`config.mk`:
```
export PLATFORM = sky130hd
export DESIGN_NAME = button_conditioner
export DESIGN_NICKNAME = d
export VERILOG_FILES = /design/src/rtl/button_conditioner.sv
export SDC_FILE = /design/constraint.sdc
export NUM_CORES = 1
export LEC_CHECK = 0
export ABC_AREA = 0
export BUFFER_PORTS_ARGS = -buffer_cell sky130_fd_sc_hd__buf_4
export CORE_ASPECT_RATIO = 1.25
export CORE_UTILIZATION = 45
export DETAILED_ROUTE_END_ITERATION = 8
export GPL_ROUTABILITY_DRIVEN = 0
export SYNTH_ARGS = -nofsm -noshare
export SYNTH_HDL_FRONTEND = slang
export SYNTH_SLANG_ARGS = --single-unit
export TNS_END_PERCENT = 50
```
`constraint.sdc`:
```
create_clock -name clk_125Mhz -period 1.77 [get_ports clk_125Mhz]
set_input_delay 0.0885 -clock clk_125Mhz [delete_from_list [all_inputs] [get_ports clk_125Mhz]]
set_output_delay 0.0885 -clock clk_125Mhz [all_outputs]
set_load 0.005 [all_outputs]
```
`src/rtl/button_conditioner.sv`:
```
// Push-button front end: two-flop synchroniser, per-channel debounce FSM, registered level,
// single-cycle press pulse and optional hold-to-repeat pulses, all pulses gated by enable.
module button_conditioner #(
  parameter int unsigned      N_BTN           = 6,
  parameter int unsigned      DEBOUNCE_CYCLES = 1250000,
  parameter int unsigned      HOLD_CYCLES     = 62500000,
  parameter int unsigned      REPEAT_CYCLES   = 25000000,
  parameter logic [N_BTN-1:0] REPEAT_MASK     = 6'b000010,
  parameter int unsigned      CNT_W           = 26
) (
  input  logic             clk_125Mhz,
  input  logic             rst,
  input  logic [N_BTN-1:0] btn_raw,
  input  logic             enable,
  output logic [N_BTN-1:0] btn_level,
  output logic [N_BTN-1:0] btn_pulse
);

  localparam logic [CNT_W-1:0] DebLast   = CNT_W'(DEBOUNCE_CYCLES - 1);
  localparam logic [CNT_W-1:0] HoldLast  = CNT_W'(HOLD_CYCLES - 1);
  localparam logic [CNT_W-1:0] RepReload = CNT_W'(HOLD_CYCLES - REPEAT_CYCLES);
  localparam logic [CNT_W-1:0] CntOne    = CNT_W'(1);
  localparam logic [CNT_W-1:0] CntZero   = '0;

  typedef enum logic [1:0] {StReleased, StPressWait, StPressed, StReleaseWait} state_e;

  logic [N_BTN-1:0] sync1_q, sync2_q;
  logic [N_BTN-1:0] pulse_int_d, pulse_int_q;
  logic [N_BTN-1:0] level_q, pulse_q;
  state_e           state_q [N_BTN];
  state_e           state_d [N_BTN];
  logic [CNT_W-1:0] cnt_q   [N_BTN];
  logic [CNT_W-1:0] cnt_d   [N_BTN];

  always_comb begin
    for (int i = 0; i < N_BTN; i++) begin
      state_d[i]     = state_q[i];
      cnt_d[i]       = cnt_q[i];
      pulse_int_d[i] = 1'b0;
      case (state_q[i])
        StReleased: begin
          if (sync2_q[i]) begin
            state_d[i] = StPressWait;
            cnt_d[i]   = CntOne;
          end else begin
            cnt_d[i] = CntZero;
          end
        end
        StPressWait: begin
          if (!sync2_q[i]) begin
            state_d[i] = StReleased;
            cnt_d[i]   = CntZero;
          end else if (cnt_q[i] == DebLast) begin
            state_d[i]     = StPressed;
            cnt_d[i]       = CntZero;
            pulse_int_d[i] = 1'b1;
          end else begin
            cnt_d[i] = cnt_q[i] + CntOne;
          end
        end
        StPressed: begin
          if (!sync2_q[i]) begin
            state_d[i] = StReleaseWait;
            cnt_d[i]   = CntOne;
          end else if (REPEAT_MASK[i]) begin
            // Reload rather than clear so later repeats arrive every REPEAT_CYCLES.
            if (cnt_q[i] == HoldLast) begin
              pulse_int_d[i] = 1'b1;
              cnt_d[i]       = RepReload;
            end else begin
              cnt_d[i] = cnt_q[i] + CntOne;
            end
          end else begin
            cnt_d[i] = CntZero;
          end
        end
        StReleaseWait: begin
          if (sync2_q[i]) begin
            state_d[i] = StPressed;
            cnt_d[i]   = CntZero;
          end else if (cnt_q[i] == DebLast) begin
            state_d[i] = StReleased;
            cnt_d[i]   = CntZero;
          end else begin
            cnt_d[i] = cnt_q[i] + CntOne;
          end
        end
        default: begin
          state_d[i] = StReleased;
          cnt_d[i]   = CntZero;
        end
      endcase
    end
  end

  always_ff @(posedge clk_125Mhz) begin
    if (rst) begin
      sync1_q     <= '0;
      sync2_q     <= '0;
      pulse_int_q <= '0;
      level_q     <= '0;
      pulse_q     <= '0;
      for (int i = 0; i < N_BTN; i++) begin
        state_q[i] <= StReleased;
        cnt_q[i]   <= CntZero;
      end
    end else begin
      sync1_q     <= btn_raw;
      sync2_q     <= sync1_q;
      pulse_int_q <= pulse_int_d;
      // Suppressed pulses are dropped, not queued.
      pulse_q     <= pulse_int_q & {N_BTN{enable}};
      for (int i = 0; i < N_BTN; i++) begin
        state_q[i] <= state_d[i];
        cnt_q[i]   <= cnt_d[i];
        level_q[i] <= (state_q[i] == StPressed) || (state_q[i] == StReleaseWait);
      end
    end
  end

  assign btn_level = level_q;
  assign btn_pulse = pulse_q;

endmodule

```
### After elaboration in Yosys (flattened, before gate mapping)

Memory sizes are Yosys's and may differ from the RTL's.
Index checks and enable logic that the tools add are counted.

| cells by class | value |
|---|---|
| $add $sub $neg | 6 |
| eq/ne operators | 25 |
| muxes and demuxes | 104 |
| bitwise gates (word level) | 23 |
| reductions and logical operators | 17 |

Operators with widths:

| kind | count |
|---|---|
| 26-bit two-way mux | 26 |
| 26-bit case mux with 4 select lines | 6 |
| 26-bit by 1-bit adder with 26-bit output (second input constant) | 6 |
| 26-bit by 21-bit == test with 1-bit output (second input constant) | 6 |
| 2-bit two-way mux | 42 |
| 2-bit case mux with 4 select lines | 6 |
| 26-bit == test (second input constant) | 1 |
| 2-bit == test (second input constant) | 12 |
| 1-bit two-way mux | 23 |
| 3-bit OR reduction | 5 |
| 2-bit by 1-bit == test with 1-bit output (second input constant) | 6 |
| 2-bit logical NOT | 6 |
| 1-bit OR | 12 |
| 1-bit NOT | 10 |
| 6-bit bitwise AND | 1 |
| 1-bit logical OR | 6 |
| 1-bit case mux with 2 select lines | 1 |

| word-level totals | value |
|---|---|
| register bits after elaboration | 30 |
| bits in writable memories | 168 |
| bits of input ports | 9 |
| output and inout port bits | 12 |
| memories | 2 |

Memory list:

| memory | depth | width | read ports | clocked after memory_dff | write ports | RTL line | text |
|---|---|---|---|---|---|---|---|
| cnt_q | 6 | 26 | 6 | 0 | 6 | 32 | `logic [CNT_W-1:0] cnt_q [N_BTN];` |
| state_q | 6 | 2 | 6 | 0 | 6 | 30 | `state_e state_q [N_BTN];` |

### Longest topological paths before layout

Gate-level depths: netlist (run 1).
An unclocked memory read counts as a cell.

| depth | value |
|---|---|
| word-level depth | 6 |
| gate-level depth with buffers | 7 |
| mapped depth without buffers | 7 |

### Least setup slack after synthesis (run 1)

OpenSTA, ideal clock, no wires.

| timing path | value |
|---|---|
| path type | flip-flop to flip-flop |
| start | memory cnt_q[5][0] |
| end | register pulse_int_q[5] |
| setup time | 87 ps |
| data arrival time | 1779 ps |
| required time | 1683 ps |
| setup slack | -96 ps |
| cell stages (with the launch flop) | 6 |
| path buffers | 0 |
| cells stage by stage | dfxtp_1 -> ha_1 -> nand4_2 -> or4_4 -> or3_4 -> nor4b_4 |

RTL lines:

| element | RTL line | text |
|---|---|---|
| from (decl) | 32 |  |
| to (signal assigned) | 110 | `pulse_int_q <= pulse_int_d;` |
| to (decl) | 28 | `logic [N_BTN-1:0] pulse_int_d, pulse_int_q;` |

==> metrics.csv, run 1 <==
stage,metric,value,unit
drt,final WL,17700,um
die,Rows,56,
worst_setup_path,Crit Path Category,reg -> reg,
grt,initial antenna violation count,0,
cts,CTS tree,yes,
cts,TritonCTS Buffers,17,
grt,first-pass GRT wire length,30500,um
drt,WL met3,433,um
power,sw frac,20.6,%
timing,final setup fails,6,
min_path,Worst Hold Depth,3,
timing,Clock Skews,9.38,ps
worst_setup_path,Worst setup EP type,flip-flop,
grt,grt ovf,0,
timing,setup ws final,-10.7,ps
drt,top layer in use,met4,
power,power per cell area,786,mW/mm2
timing,Slew Limit Fails,0,
synthesis,Synth async-reset ratio,0,%
layout,Final Cell Area,0.0109,mm2
worst_setup_path,reg2reg start,cnt_q[3][15]$_SDFF_PP0_,
timing,crit share post-route,101,%
timing,RSZ-0062 raised after global routing,yes,
drt,drt pass-1 iters,5,
power,Max IR drop VDD,0.000682,V
synthesis,number of enable flip-flop cells after synthesis,0,
drt,wire length on met2,8630,um
cts,CTS H-tree lvls,4,
worst_setup_path,length in cells of the worst reg-to-reg path,4,
drt,Routed Antenna Nets,0,
worst_setup_path,startpoint types,flip-flop,
power,LEAKAGE,3.91,nW
drt,DRC Markers,0,
power,Comb pwr share,1.5,%
timing,fmax,0.562,GHz
layout,diode count,0,
layout,Finished Core Util,57.9,%
die,core box area,0.0188,mm2
min_path,startpoint of the worst hold path,enable,
grt,GRT Total Usage,18.9,%
synthesis,Netlist cell types,53,
layout,register area,0.00397,mm2
worst_setup_path,Reg-to-Reg End,cnt_q[3][10]$_SDFF_PP0_,
layout,Filler Cells Inserted,1739,
layout,layout cells sized above 1,20.3,%
timing,total negative slack,-40.9,ps
power,Clk network pwr share,46.0,%
synthesis,Post-Synthesis Cells,965,
run,Max Cap Viol,0,
cts,"Reg clk slew, reported paths",70,ps
place,HPWL Detailed,12300,um
timing,fin crit period,1780,ps
synthesis,Syn Nets,984,
synthesis,warnings from Yosys,0,
die,Chip Height,157,um
cts,CTS root buffer,clkbuf_16,
synthesis,Synth Cell Area,0.00865,mm2
power,Flop pwr share,52.5,%
die,Total Die Area,0.0198,mm2
min_path,Hold Path End,btn_pulse[0]$_SDFF_PP0_,
drt,via/cell ratio,5.13,
timing,Worst Tran Pin Value,744,ps
cts,Clock Path Buffers,2,
cts,clk sinks,198,
synthesis,register area share after synthesis,45.8,%
place,IO Port Bufs,20,
worst_setup_path,Max Fanout on Critical Path,6,
outcome,status,"finished, violations left",
worst_setup_path,Worst R2R Setup Slack,-10,ps
grt,largest net degree at the start of global routing,26,
synthesis,mean post-synth cell area,8.96,um2
drt,1st-iter DRT viols,332,
drt,Routed WL per cell,13.0,um
cts,Clock Latency Late Sink,430,ps
outcome,failing checks,setup timing,
power,Sw Pwr,1.76,mW
synthesis,ys flop type,dfxtp_1,
grt,vias in the first global route,6770,
worst_setup_path,crit path DAT,2100,ps
drt,Routed met1 length,8330,um
die,die width,126,um
layout,fin nets,1136,
die,Starting Density,46.1,%
power,Power Internal,6.80,mW
place,dpl cell area,0.0100,mm2
drt,vias,6984,
timing,Final Hold Viols,0,
power,Design Power,8.56,mW
die,num ports,21,
min_path,Hold Path Class,in -> reg,
layout,area taken by multi-input logic gates,0.00469,mm2
timing,Hold WS,128,ps
layout,area growth from synthesis to final layout,25.8,%
synthesis,Seq cells post-synth,198,
timing,slew margin rel.,50.2,%
worst_setup_path,Worst EP required,2090,ps
==> kinds of logic (layout without fill, tap and decap cells) <==
logic type               Yosys count  count (layout)  synth area share, %
AO/OA/AOI/OAI                     35              35                 2.62
XOR/XNOR                         145             145                 14.7
adder cells (fa/ha/maj)           10              10                 1.45
buffers and inverters             47             209                 2.43
flip-flops                       198             198                 45.8
multiplexers                       6               6                0.694
AND/OR/NAND/NOR                  524             527                 32.3
==> synthesized netlist by cell type, types with 3 or more instances <==
cell type	count	share of area, %
dfxtp_1	198	46
nor2_1	184	8.0
xor2_1	94	9.5
nand3_1	66	3.8
nand2_1	59	2.6
xnor2_1	51	5.2
nand4_1	47	3.4
and3_1	23	1.7
nor4_1	23	1.7
inv_1	22	0.95
and4_1	19	1.9
nor2b_1	19	1.4
nor3_1	18	1.0
and2_1	14	1.0
a21oi_1	10	0.58
clkbuf_1	10	0.43
ha_1	10	1.4
buf_2	9	0.52
nor4b_1	9	0.91
o21ai_0	9	0.52
mux2i_1	6	0.69
nor4bb_1	6	0.69
nand2b_1	5	0.36
or3_1	4	0.29
a21boi_0	3	0.26
a31oi_1	3	0.22
and4b_1	3	0.35
nor4_2	3	0.43
or4_1	3	0.26
or4_4	3	0.39
==> placed cells by master, fill, tap and decap left out, drive strengths merged, types with 2 or more instances in the layout <==
master	instances
and2	15
o21ai	12
dfxtp	198
nand3	66
ha	10
nor4	26
a31oi	4
nand3b	2
or4	6
nor4bb	6
nand2b	5
xor2	94
xnor2	51
nor3b	2
nand2	59
and4	19
nor2	184
dlygate4sd3	7
clkinvlp	3
nand4b	2
mux2i	6
nor2b	19
a21boi	3
nor3	18
bufinv	3
clkinv	6
clkbuf	19
buf	148
and3	23
inv	23
and4b	3
a21oi	10
nor4b	12
nand4	53
or3	5
==> worst max-delay path, stage by stage (launching register included) <==
cell,delay (ps)
dfxtp_1,310
or4_4,530
or4_4,570
nand4_2,190
nor2_1,70
==> cell type report <==
| type | count | share of cell area [%] |
|---|---|---|
| well taps | 232 | 2.67 |
| multi-input cells | 723 | 43.1 |
| flip-flops and latches | 198 | 36.5 |
| inverters | 22 | 0.759 |
| repair buffers | 155 | 11.5 |
| clock inverters | 13 | 1.43 |
| clock buffers | 19 | 4.07 |
==> registers in the layout, summed over array words and instances (netlist names), named ones only <==
signal	flops
state_q	6
btn_level	6
btn_pulse	6
sync1_q	6
pulse_int_q	6
cnt_q	156
sync2_q	6
==> metrics by stage <==
stage	instances	setup WS, ps
finish	1362	-10.7
global route	1362	-63.8
floorplan	965	-1.53
global placement	1318	-46.9
CTS	1358	-1.38
detailed placement	1318	-85.1
==> what timing repair did <==
action	4_1_cts	5_1_grt
resized for setup	5	27
endpoints found under the hold margin	6	2
pin swaps	3	14
cloned	2	1
buffers inserted	0	2
hold buffers	6	1
endpoints found under the setup margin	51	136
==> power groups by stage <==
stage / Sequential [mW] / Clock [mW] / Combinational [mW]
2_1_floorplan: 4.59 / 0 / 0.0700
3_3_place_gp: 4.60 / 0 / 0.106
3_5_place_dp: 4.60 / 0 / 0.108
4_1_cts: 4.49 / 4.06 / 0.122
5_1_grt: 4.49 / 4.22 / 0.141
6_report: 4.50 / 3.94 / 0.126
==> routing by layer <==
| layer | GRT usage [%] | vias up |
|---|---|---|
| li1 | - | 3640 |
| met1 | 22.2 | 3246 |
| met2 | 34.2 | 75 |
| met3 | 3.77 | 23 |
| met4 | 6.77 | 0 |
| met5 | 0 | - |
==> how the worst max path moves through the flow <==
stage                     slack, ps  cells after the start                      end                     from
after global routing            -60                      4   cnt_q[3][6]$_SDFF_PP0_  cnt_q[3][15]$_SDFF_PP0_
after CTS                        -1                      4  cnt_q[3][12]$_SDFF_PP0_  cnt_q[3][15]$_SDFF_PP0_
after floorplan                  -2                      7  cnt_q[3][12]$_SDFF_PP0_   cnt_q[3][0]$_SDFF_PP0_
after global placement          -50                      5  cnt_q[3][23]$_SDFF_PP0_  cnt_q[3][19]$_SDFF_PP0_
final                           -10                      4  cnt_q[3][10]$_SDFF_PP0_  cnt_q[3][15]$_SDFF_PP0_
after detailed placement        -90                      5  cnt_q[3][19]$_SDFF_PP0_  cnt_q[3][19]$_SDFF_PP0_
Note: power is estimated with default switching activity, not from simulation.
==> run 2: changes to the inputs <==
- REMOVE_ABC_BUFFERS: default -> 1
==> run 2 against run 1 <==
The run still ends with setup timing left. Die area stayed put. Sequential share of layout area decreased by 0.52 points. Clock power fell by 1%. Maximum frequency is 2.2% lower. Cell count up 0.22%. Sequential cell count unchanged. Non-clock buffer count is 3 higher. Global-route usage increased by 0.24 points. Clock skew increased by 3.0 ps. Worst setup slack lost 40 ps. Critical path type unchanged. Largest cell class unchanged. Highest routed layer unchanged.
==> metrics.csv, run 2 (synthesis results as in run 1) <==
stage,metric,value,unit
place,HPWL Detailed,12500,um
grt,initial antenna violation count,0,
layout,layout cells sized above 1,23.7,%
timing,final setup fails,21,
layout,most frequent cells in the layout,"187 x dfxtp_1, 168 x nor2_1, 145 x buf_4",
drt,1st-iter DRT viols,317,
timing,RSZ-0062 raised after global routing,yes,
timing,fmax,0.549,GHz
drt,DRC Markers,0,
timing,Final Hold Viols,0,
worst_setup_path,Crit Path Category,reg -> reg,
drt,Routed WL per cell,13.2,um
drt,vias,6943,
cts,CTS tree,yes,
worst_setup_path,startpoint types,flip-flop,
die,die width,126,um
cts,CTS H-tree lvls,4,
die,Chip Height,157,um
cts,clk sinks,198,
worst_setup_path,Worst EP required,2100,ps
layout,diode count,0,
layout,Filler Cells Inserted,1694,
outcome,failing checks,setup timing,
timing,Worst Tran Pin Value,919,ps
die,Rows,56,
outcome,status,"finished, violations left",
power,power per cell area,770,mW/mm2
timing,setup ws final,-50.8,ps
layout,area growth from synthesis to final layout,27.9,%
timing,Slew Limit Fails,0,
worst_setup_path,Worst setup EP type,flip-flop,
power,Max IR drop VDD,0.000688,V
layout,max reg flops,156,
grt,first-pass GRT wire length,30800,um
die,num ports,21,
cts,"Reg clk slew, reported paths",70,ps
die,Total Die Area,0.0198,mm2
drt,final WL,18000,um
worst_setup_path,crit path DAT,2150,ps
grt,grt ovf,0,
place,Post-Place Cells,1317,
layout,Largest Register,cnt_q,
drt,drt pass-1 iters,4,
drt,Routed Antenna Nets,0,
cts,Clock Path Buffers,2,
timing,slew margin rel.,38.5,%
timing,fin crit period,1820,ps
cts,Clock Latency Late Sink,440,ps
cts,TritonCTS Buffers,17,
cts,CTS root buffer,clkbuf_16,
drt,via/cell ratio,5.09,
worst_setup_path,Max Fanout on Critical Path,7,
grt,GRT Total Usage,19.2,%
die,Starting Density,46.1,%
min_path,Hold Path Class,in -> reg,
run,Max Cap Viol,0,
power,Design Power,8.51,mW
grt,largest net degree at the start of global routing,26,
power,LEAKAGE,3.90,nW
layout,final cell count without fillers,1365,
grt,vias in the first global route,6807,
layout,"commonest non-fill, non-tap cell in the layout",dfxtp_1,
layout,fin nets,1139,
timing,crit share post-route,103,%
place,IO Port Bufs,20,
die,core box area,0.0188,mm2
timing,Clock Skews,12.4,ps
[run 2: per-layer routing]
metal | GRT usage (%) | wire, um | up-vias
li1 | - | - | 3643
met1 | 22.9 | 8470 | 3219
met2 | 34.1 | 8910 | 60
met3 | 3.09 | 360 | 21
met4 | 8.26 | 286 | 0
met5 | 0 | 0 | -
[run 2: power breakdown]
part | internal (mW) | switching [mW]
Clock | 2.18 | 1.71
Combinational | 0.0642 | 0.0679
Sequential | 4.48 | 0.0200
[run 2: cell type report]
class | count | area (um2) | share of cell area [%]
clock buffer | 20 | 457 | 4.13
clock inverter | 12 | 143 | 1.29
inverter | 22 | 82.6 | 0.746
multi-input combinational | 723 | 4820 | 43.6
sequential | 198 | 3980 | 35.9
tap | 232 | 290 | 2.62
timing repair buffer | 158 | 1290 | 11.7
[run 2: worst paths after layout]
kind | slack (ps) | cells after the start | endpoint | start
setup / recovery | -50 | 4 | cnt_q[3][11]$_SDFF_PP0_ | cnt_q[3][14]$_SDFF_PP0_
hold / removal | 10 | 2 | sync1_q[3]$_SDFF_PP0_ | rst
setup reg to reg | -50 | 4 | cnt_q[3][11]$_SDFF_PP0_ | cnt_q[3][14]$_SDFF_PP0_
hold reg to reg | 430 | 1 | btn_pulse[2]$_SDFF_PP0_ | pulse_int_q[2]$_SDFF_PP0_
[run 2: repair_timing]
item	in CTS	in global routing
pin swaps	12	31
buffers inserted	0	4
setup endpoints to repair	77	127
resized for setup	8	68
hold endpoints to repair	6	0
hold buffers	6	0
cloned	2	4
[run 2: metrics by stage]
stage | setup WS, ps | cell area, um2 | utilization [%] | hold slack, ps | TNS [ps]
CTS | -34.0 | 10700 | 56.8 | 3.36 | -397
global placement | -64.9 | 9940 | 52.9 | 306 | -1840
detailed placement | -124 | 9940 | 52.9 | 305 | -5110
finish | -50.8 | 11100 | 58.9 | 12.1 | -357
global route | -114 | 11100 | 58.9 | 16.7 | -3580
floorplan | -273 | 8520 | - | 158 | -11860
[run 2: worst max-delay path, cell delays in order (launching register included)]
cell,delay (ps)
dfxtp_2,320
or4_4,520
or4_4,590
nand4_4,210
nor2_1,60
